**src/rtl/oled_arb_pkg.sv**
```systemverilog
// Shared types and encodings for the OLED character-channel arbiter.
package oled_arb_pkg;

  typedef enum logic [2:0] {
    IDLE  = 3'd0,
    FETCH = 3'd1,
    SEND  = 3'd2,
    GAP   = 3'd3,
    DRAIN = 3'd4
  } arb_state_e;

  localparam logic [1:0] GRANT_NONE = 2'b00;
  localparam logic [1:0] GRANT0     = 2'b01;
  localparam logic [1:0] GRANT1     = 2'b10;

  typedef struct packed {
    logic [7:0] data;
    logic       last;
  } char_req_t;

  // After a message from the granted requester, priority passes to the other one.
  function automatic logic next_ptr(input logic [1:0] grant);
    return grant[0];
  endfunction

endpackage

```
**src/rtl/oled_rr_pick.sv**
```systemverilog
// Two-way round-robin picker: one-hot pick from valid, ties broken by rr_ptr.
module oled_rr_pick
  import oled_arb_pkg::*;
(
  input  logic [1:0] valid,
  input  logic       rr_ptr,
  output logic [1:0] pick
);

  always_comb begin
    pick = GRANT_NONE;
    case (valid)
      2'b01:   pick = GRANT0;
      2'b10:   pick = GRANT1;
      2'b11:   pick = rr_ptr ? GRANT1 : GRANT0;
      default: pick = GRANT_NONE;
    endcase
  end

endmodule

```
**src/rtl/oled_char_arbiter.sv**
```systemverilog
// Message-granular round-robin arbiter in front of the oledControl character channel.
// Optional sendDone watchdog with DRAIN state is enabled by OLED_ARB_TIMEOUT_EN.
module oled_char_arbiter
  import oled_arb_pkg::*;
#(
  parameter int GAP_CYCLES     = 1,
  parameter int TIMEOUT_CYCLES = 2000000
) (
  input  logic       clock,
  input  logic       reset,
  input  logic [7:0] req0_data,
  input  logic       req0_valid,
  input  logic       req0_last,
  output logic       req0_ready,
  input  logic [7:0] req1_data,
  input  logic       req1_valid,
  input  logic       req1_last,
  output logic       req1_ready,
  output logic [7:0] sendData,
  output logic       sendDataValid,
  input  logic       sendDone,
  output logic [1:0] grant,
  output logic       busy,
  output logic       timeout_err
);

  localparam logic [7:0] GAP_LOAD = 8'(GAP_CYCLES);

  arb_state_e      state_q, state_d;
  logic [1:0]      grant_q, grant_d;
  logic [7:0]      data_q, data_d;
  logic            last_q, last_d;
  logic            rr_ptr_q, rr_ptr_d;
  logic [7:0]      gap_q, gap_d;

  logic [1:0]      req_valid;
  char_req_t [1:0] req;
  char_req_t       sel;
  logic            sel_valid;
  logic            take_phase;
  logic [1:0]      pick;
  logic            wd_hit;

  assign req_valid = {req1_valid, req0_valid};
  assign req[0]    = {req0_data, req0_last};
  assign req[1]    = {req1_data, req1_last};
  assign sel       = grant_q[1] ? req[1] : req[0];
  assign sel_valid = |(grant_q & req_valid);

  assign take_phase = (state_q == FETCH) || (state_q == DRAIN);
  assign req0_ready = take_phase & grant_q[0];
  assign req1_ready = take_phase & grant_q[1];

  assign sendData      = data_q;
  assign sendDataValid = (state_q == SEND);
  assign grant         = grant_q;
  assign busy          = (state_q != IDLE);

  oled_rr_pick u_pick (
    .valid  (req_valid),
    .rr_ptr (rr_ptr_q),
    .pick   (pick)
  );

`ifdef OLED_ARB_TIMEOUT_EN
  localparam logic [23:0] WD_LIMIT = 24'(TIMEOUT_CYCLES - 1);

  logic [23:0] wd_q;
  logic        err_q;

  assign wd_hit      = (state_q == SEND) && !sendDone && (wd_q == WD_LIMIT);
  assign timeout_err = err_q;

  always_ff @(posedge clock or negedge reset) begin
    if (!reset) begin
      wd_q  <= '0;
      err_q <= 1'b0;
    end else begin
      wd_q <= (state_q == SEND) ? wd_q + 24'd1 : 24'd0;
      if (wd_hit) err_q <= 1'b1;
    end
  end
`else
  assign wd_hit      = 1'b0;
  assign timeout_err = 1'b0;
`endif

  always_comb begin
    state_d  = state_q;
    grant_d  = grant_q;
    data_d   = data_q;
    last_d   = last_q;
    rr_ptr_d = rr_ptr_q;
    gap_d    = gap_q;
    case (state_q)
      IDLE: begin
        if (pick != GRANT_NONE) begin
          grant_d = pick;
          state_d = FETCH;
        end
      end
      FETCH: begin
        if (sel_valid) begin
          data_d  = sel.data;
          last_d  = sel.last;
          state_d = SEND;
        end
      end
      SEND: begin
        if (sendDone) begin
          gap_d   = GAP_LOAD;
          state_d = GAP;
        end else if (wd_hit) begin
          // A stuck final character has nothing left to drain.
          if (last_q) begin
            grant_d  = GRANT_NONE;
            rr_ptr_d = next_ptr(grant_q);
            state_d  = IDLE;
          end else begin
            state_d = DRAIN;
          end
        end
      end
      GAP: begin
        gap_d = gap_q - 8'd1;
        if (gap_q <= 8'd1) begin
          if (last_q) begin
            grant_d  = GRANT_NONE;
            rr_ptr_d = next_ptr(grant_q);
            state_d  = IDLE;
          end else begin
            state_d = FETCH;
          end
        end
      end
      DRAIN: begin
        if (sel_valid && sel.last) begin
          grant_d  = GRANT_NONE;
          rr_ptr_d = next_ptr(grant_q);
          state_d  = IDLE;
        end
      end
      default: begin
        state_d = IDLE;
        grant_d = GRANT_NONE;
      end
    endcase
  end

  always_ff @(posedge clock or negedge reset) begin
    if (!reset) begin
      state_q  <= IDLE;
      grant_q  <= GRANT_NONE;
      data_q   <= '0;
      last_q   <= 1'b0;
      rr_ptr_q <= 1'b0;
      gap_q    <= '0;
    end else begin
      state_q  <= state_d;
      grant_q  <= grant_d;
      data_q   <= data_d;
      last_q   <= last_d;
      rr_ptr_q <= rr_ptr_d;
      gap_q    <= gap_d;
    end
  end

endmodule

```
**config.mk**
```make
export PLATFORM = sky130hd
export DESIGN_NAME = oled_char_arbiter
export DESIGN_NICKNAME = d
export VERILOG_FILES = /design/src/rtl/oled_arb_pkg.sv /design/src/rtl/oled_rr_pick.sv /design/src/rtl/oled_char_arbiter.sv
export SDC_FILE = /design/constraint.sdc
export NUM_CORES = 1
export LEC_CHECK = 0
export BUFFER_PORTS_ARGS = -buffer_cell sky130_fd_sc_hd__buf_2
export CAP_MARGIN = 20
export CORE_MARGIN = 2
export CORE_UTILIZATION = 54
export DETAILED_ROUTE_END_ITERATION = 7
export GPL_TIMING_DRIVEN = 0
export PLACE_DENSITY = 0.86
export SETUP_SLACK_MARGIN = 0.4
export SYNTH_ARGS = -nofsm -noshare
export SYNTH_HDL_FRONTEND = slang
export SYNTH_SLANG_ARGS = --single-unit
```
**constraint.sdc**
```tcl
create_clock -name clock -period 3.56 [get_ports clock]
set_input_delay 0 -clock clock [delete_from_list [all_inputs] [get_ports clock]]
set_output_delay 0 -clock clock [all_outputs]
set_load 0.01 [all_outputs]
```
==> flow_metrics.tcl, run 1 <==
set metrics [dict create \
    cts_buffer_depth 2 \
    relative_slew_slack_pct 55.8 \
    post_cts.repair.setup_buffers 0 \
    final_common_cell "sky130_fd_sc_hd__buf_2" \
    routabilityCongestion 0.757 \
    wirelength_um 3240 \
    cp_max_fo 10 \
    cell_count_after_synthesis 128 \
    synth_top_cell_by_area "sky130_fd_sc_hd__dfrtp_1" \
    multi_input_area_sq_um 647 \
    post_cts_resized 0 \
    final_period_minus_worst_setup_slack_ns 1.99 \
    post-route-period-util_pct 55.9 \
    synthesis.yosys.warnings 0 \
    max_freq_mhz 503 \
    path_clk_slew_ns 0.13 \
    worst-slew-pin-transition_ns 0.663 \
    syn_to_final_growth_pct 34.1 \
    htreeDepth 1 \
    floorplan.initialDensity_pct 56.7 \
    chipWidth_um 52.2 \
    design.final.nets 214 \
    gr-usage-all-layers_pct 27.4 \
    cts_buffers 3 \
    crit_path_start_kind "flop" \
    postSynthAreaPerCell_sq_um 9.79 \
    die_h_um 52.2 \
    core_sq_um 2210 \
    synth_area_sq_um 1250 \
    synth_flop_cell "sky130_fd_sc_hd__dfrtp_1" \
    numPortBuffers 36 \
    post-route-drc-count 0 \
    sink_count 22 \
    slowest_delay_ns 0.58 \
    worst_hold_slack_ns 0.00580 \
    floorplan.die_area_sq_um 2720 \
    post_drt_via_cell_ratio 5.57 \
    leading_post_synthesis_cells_by_cell_area "sky130_fd_sc_hd__dfrtp_1, sky130_fd_sc_hd__mux2i_1, sky130_fd_sc_hd__ha_1, sky130_fd_sc_hd__nand2_1, sky130_fd_sc_hd__mux2_2" \
    totalNegativeSetupSlack_ns 0 \
    cts_tree "done" \
    power_density_nw_per_um2 813 \
    post_dp_cell_area_sq_um 1470 \
    share_of_cells_above_drive_strength_1_pct 27.2 \
    route.antenna.remaining_nets 0 \
    hold_violations 0 \
    hp-class "in2reg" \
    dpl.hpwl_um 1970 \
    critical_path_arrival_ns 2.19 \
    sequential_cell_area_sq_um 551 \
    syn-num-nets 157 \
    number_of_global_route_vias_before_repair 1163 \
    n_antenna_cell 0 \
    globalRoute.totalOverflow 0 \
    vdd_drop_max_mv 0.564 \
    rsz_0062_raised_after_global_routing "no" \
    mostFrequentLayoutCells "sky130_fd_sc_hd__buf_2, sky130_fd_sc_hd__dfrtp_1, sky130_fd_sc_hd__nand2_1" \
    yosysSeqAreaShare_pct 43.9 \
    clock_latency_ns 0.32 \
    synth-edff-count 0 \
    boundaryPins 38 \
    grt_start_max_net_pins 23 \
    cp_data_required_time_ns 3.76 \
    path_class "reg2reg" \
    vias 1180 \
    holdBufCountCts 16 \
    critical_path.cell_chain "buf_1 > mux2i_1 > dlygate4sd3_1 > o21ai_0" \
    detail_route.first_pass.iterations 4 \
    maxSlewViolCount 0 \
    grt_first_pass_wirelength_um 5260 \
    detail_route.wl_per_cell_um 15.3 \
    worst_setup_path_end_kind "flop" \
    placementRows 17 \
    yosys.area.top_type_share_pct 43.9 \
    cts_root_buf "sky130_fd_sc_hd__clkbuf_4" \
    postSynth.asyncResetShare_pct 100 \
    detail_route.iter0.violations 33 \
    cp_top_family "buffers and inverters" \
    synth-seq-cells 22 \
    nFillCells 166 \
    outcome "finished clean" \
    clock_tree_skew_after_final_layout_ns 0.00522 \
    layout.cell_area.non_filler_sq_um 1680 \
    initial_antenna_violation_count 0 \
    cap_viol_max_count 0 \
    critPathSlowestCell "sky130_fd_sc_hd__dlygate4sd3_1" \
    finalSetupViolations 0 \
    critPathBufInv 2 \
    distinct_cell_type_count_after_synthesis 32 \
    p_leak_nw 0.824 \
]
per-stage QoR:
stage / cells / worst slack (ns) / power [mW] / utilization (%)
global placement: 192 / 1.72 / 1.08 / 66.4
CTS: 212 / 1.61 / 1.35 / 76.0
floorplan: 128 / 1.82 / 0.929 / -
global route: 212 / 1.43 / 1.48 / 76.0
finish: 212 / 1.57 / 1.37 / 76.0
detailed placement: 192 / 1.68 / 1.11 / 66.4
worst min-delay path: stages:
cell	delay [ns]
sky130_fd_sc_hd__buf_2	0.08
sky130_fd_sc_hd__mux2i_1	0.06
sky130_fd_sc_hd__o21ai_0	0.15
logic make-up after synthesis:
logic type / synth area share (%)
AO/OA/AOI/OAI: 9.98
multiplexers: 15.1
adder cells (fa/ha/maj): 5.99
buffers and inverters: 4.49
other: 0.299
XOR/XNOR: 3.49
AND/OR/NAND/NOR: 16.8
flip-flops: 43.9
registers in the layout (all words and copies together), names as in the netlist:
name / flops
gap_q: 8
grant: 2
last_q: 1
rr_ptr_q: 1
sendData: 8
state_q: 2
routing by layer:
metal	vias up	GRT usage [%]	share of wire [%]
met3	13	4.86	5.0
met4	0	15.8	3.4
met2	53	49.8	53
met5	-	0	0
met1	564	29.5	39
li1	550	-	-
final timing paths:
check                        startpoint          end  slack, ns  depth (start not counted)
min reg2reg                 sendData[2]  sendData[2]       0.49                          2
max in group asynchronous         reset     gap_q[0]       3.05                          2
max                            grant[1]  sendData[4]       1.57                          4
max reg2reg                    grant[1]  sendData[4]       1.57                          4
min in group asynchronous         reset     rr_ptr_q       0.17                          2
min                        req1_data[5]  sendData[5]      0.006                          3
synth_stat cells, types with 2 or more instances:
cell                       count
sky130_fd_sc_hd__o21ai_0      10
sky130_fd_sc_hd__buf_4         2
sky130_fd_sc_hd__ha_1          6
sky130_fd_sc_hd__mux2_2        5
sky130_fd_sc_hd__nand3_1       2
sky130_fd_sc_hd__xnor2_1       2
sky130_fd_sc_hd__inv_1         8
sky130_fd_sc_hd__xor2_1        3
sky130_fd_sc_hd__nor3_1        2
sky130_fd_sc_hd__mux2i_1      11
sky130_fd_sc_hd__a21oi_1       4
sky130_fd_sc_hd__mux2_1        2
sky130_fd_sc_hd__and2_1        2
sky130_fd_sc_hd__a221o_1       2
sky130_fd_sc_hd__nor2_1       12
sky130_fd_sc_hd__nand2_1      17
sky130_fd_sc_hd__clkbuf_1      2
sky130_fd_sc_hd__dfrtp_1      22
area by class of cell:
| class | count | share of cell area (%) |
|---|---|---|
| Buffer | 5 | 1.56 |
| Clock buffer | 3 | 1.34 |
| Clock inverter | 1 | 1.79 |
| Inverter | 8 | 1.79 |
| Multi-Input combinational cell | 93 | 38.5 |
| Sequential cell | 22 | 32.7 |
| Tap cell | 28 | 2.08 |
| Timing Repair Buffer | 52 | 20.2 |
report_power, final:
part	internal [mW]	leakage (nW)	switching [mW]
clock network	0.114	0.0279	0.0808
logic	0.346	0.516	0.364
registers	0.361	0.280	0.102
Power figures use the tool's default switching activity.
==> inputs of run 2 (changes only) <==
--- a/config.mk
+++ b/config.mk
@@ -8,10 +8,10 @@
 export BUFFER_PORTS_ARGS = -buffer_cell sky130_fd_sc_hd__buf_2
 export CAP_MARGIN = 20
 export CORE_MARGIN = 2
-export CORE_UTILIZATION = 54
+export CORE_UTILIZATION = 50
 export DETAILED_ROUTE_END_ITERATION = 7
 export GPL_TIMING_DRIVEN = 0
-export PLACE_DENSITY = 0.86
+export PLACE_DENSITY = 0.81
 export SETUP_SLACK_MARGIN = 0.4
 export SYNTH_ARGS = -nofsm -noshare
 export SYNTH_HDL_FRONTEND = slang
==> constraint.sdc (replaced) <==
create_clock -name clock -period 2.1 [get_ports clock]
set_input_delay 0 -clock clock [delete_from_list [all_inputs] [get_ports clock]]
set_output_delay 0 -clock clock [all_outputs]
set_load 0.01 [all_outputs]
==> flow_metrics.tcl, run 2 (synthesis results as in run 1) <==
set metrics [dict create \
    cts_root_buf "sky130_fd_sc_hd__clkbuf_4" \
    numPortBuffers 36 \
    boundaryPins 38 \
    sink_count 22 \
    detail_route.wl_per_cell_um 16.1 \
    post-route-drc-count 0 \
    vias 1201 \
    slowest_delay_ns 0.44 \
    hp-class "in2reg" \
    number_of_global_route_vias_before_repair 1115 \
    clock_tree_skew_after_final_layout_ns 0.00183 \
    regToRegStartpoint "state_q[0]" \
    grt_first_pass_wirelength_um 5140 \
    final_period_minus_worst_setup_slack_ns 1.80 \
    post-route-period-util_pct 85.7 \
    dpl.hpwl_um 1980 \
    design.final.nets 216 \
    syn_to_final_growth_pct 39.6 \
    p_leak_nw 0.849 \
    placed_cells 194 \
    detail_route.iter0.violations 65 \
    cp_max_fo 7 \
    htreeDepth 1 \
    globalRoute.totalOverflow 0 \
    critPathSlowestCell "sky130_fd_sc_hd__dfrtp_1" \
    post_dp_cell_area_sq_um 1480 \
    cts_buffer_depth 2 \
    die_h_um 54.1 \
    multi_input_area_sq_um 711 \
    totalNegativeSetupSlack_ns 0 \
    route.antenna.remaining_nets 0 \
    cts_buffers 3 \
    initial_antenna_violation_count 0 \
    chipWidth_um 54.1 \
    placementRows 18 \
    rsz_0062_raised_after_global_routing "yes" \
    worst_setup_path_end_kind "flop" \
    reg2reg_path_depth 5 \
    layout.cells.non_filler 216 \
    outcome "finished clean" \
    path_clk_slew_ns 0.13 \
    launching_instance_or_port_of_the_critical_path "state_q[0]" \
    floorplan.die_area_sq_um 2920 \
    floorplan.initialDensity_pct 51.5 \
    cp_data_required_time_ns 2.32 \
    critical_path.cell_chain "ha_1 > inv_2 > a31oi_1 > a2111o_1 > mux2_4" \
    crit_path_start_kind "flop" \
    maxSlewViolCount 0 \
    n_antenna_cell 0 \
    gr-usage-all-layers_pct 25.0 \
    post_drt_via_cell_ratio 5.56 \
    critical_path_arrival_ns 2.02 \
    hold_violations 0 \
    hold_path_startpoint "req0_data[3]" \
    sequential_cell_area_sq_um 552 \
    routabilityCongestion 0.838 \
    core_sq_um 2430 \
    wirelength_um 3470 \
    path_class "reg2reg" \
    grt_start_max_net_pins 23 \
    final_common_cell "sky130_fd_sc_hd__buf_2" \
    nFillCells 149 \
    layout.cell_area.non_filler_sq_um 1750 \
    max_freq_mhz 556 \
    share_of_cells_above_drive_strength_1_pct 38.2 \
    detail_route.first_pass.iterations 4 \
    cts_tree "done" \
    vdd_drop_max_mv 1.12 \
    mostFrequentLayoutCells "sky130_fd_sc_hd__buf_2, sky130_fd_sc_hd__dfrtp_1, sky130_fd_sc_hd__nand2_1" \
    cap_viol_max_count 0 \
    min_delay_path_depth 3 \
    finalSetupViolations 0 \
    power_density_nw_per_um2 1410 \
    clock_latency_ns 0.31 \
]
==> run 2: changes by cell type in the layout (fill, tap and decap cells not counted), sizes merged <==
cell,previous run,this run
bufinv,1,0
dlygate4sd3,16,13
clkbuf,5,6
buf,39,44
==> run 2: area by class of cell <==
class | instances | share of cell area, %
plain buffers | 5 | 2.07
clock buffers | 4 | 2.07
inverters | 8 | 1.72
multi-input cells | 93 | 40.6
flip-flops and latches | 22 | 31.5
well taps | 30 | 2.14
repair buffers | 54 | 19.9
==> run 2: report_power, final <==
group	internal, mW	total [mW]	switching (mW)
combinational	0.714	1.43	0.714
sequential	0.613	0.790	0.177
clock	0.106	0.243	0.137
==> run 2: repair_timing <==
action                                 in CTS  in global routing
hold buffers                               13                  0
gates resized for setup                    12                 13
pin swaps                                   6                  1
setup buffers                               4                  1
endpoints found under the hold margin      28                  0
setup endpoints to repair                   5                 20
==> run 2: per-layer routing <==
metal	share of wire, %	track usage [%]	vias up	wire length [um]
met5	0	0	-	0
met4	2.0	6.25	0	70
met3	6.4	3.61	8	222
met2	53	45.9	62	1850
met1	38	30.4	574	1330
li1	-	-	557	-
==> run 2: critical path: cells and delay by family, from the launching register on <==
kind            cells  cell delay, ns
flops               1            0.44
compound gates      2            0.44
fa+ha+maj           1            0.32
mux                 1            0.32
buf+inv             1            0.18
==> run 2: path summary, 6_finish.rpt <==
check,endpoint,slack [ns]
worst max-delay path,state_q[0],0.30
worst min-delay path,sendData[3],0.009
worst max register to register,state_q[0],0.30
worst min register to register,sendData[1],0.50
max in group asynchronous,gap_q[5],1.57
min in group asynchronous,gap_q[1],0.17
==> run 2: through the flow <==
stage                     hold WS [ns]  utilization, %  power, mW  worst slack (ns)
final                          0.00922            72.0       2.46             0.300
after global routing            0.0119            72.0       2.60             0.230
after CTS                      0.00889            70.5       2.34             0.320
after detailed placement      -0.00586            60.6       1.90             0.265
after global placement         -0.0144            60.6       1.83             0.281
after floorplan                 -0.296               -       1.58             0.404
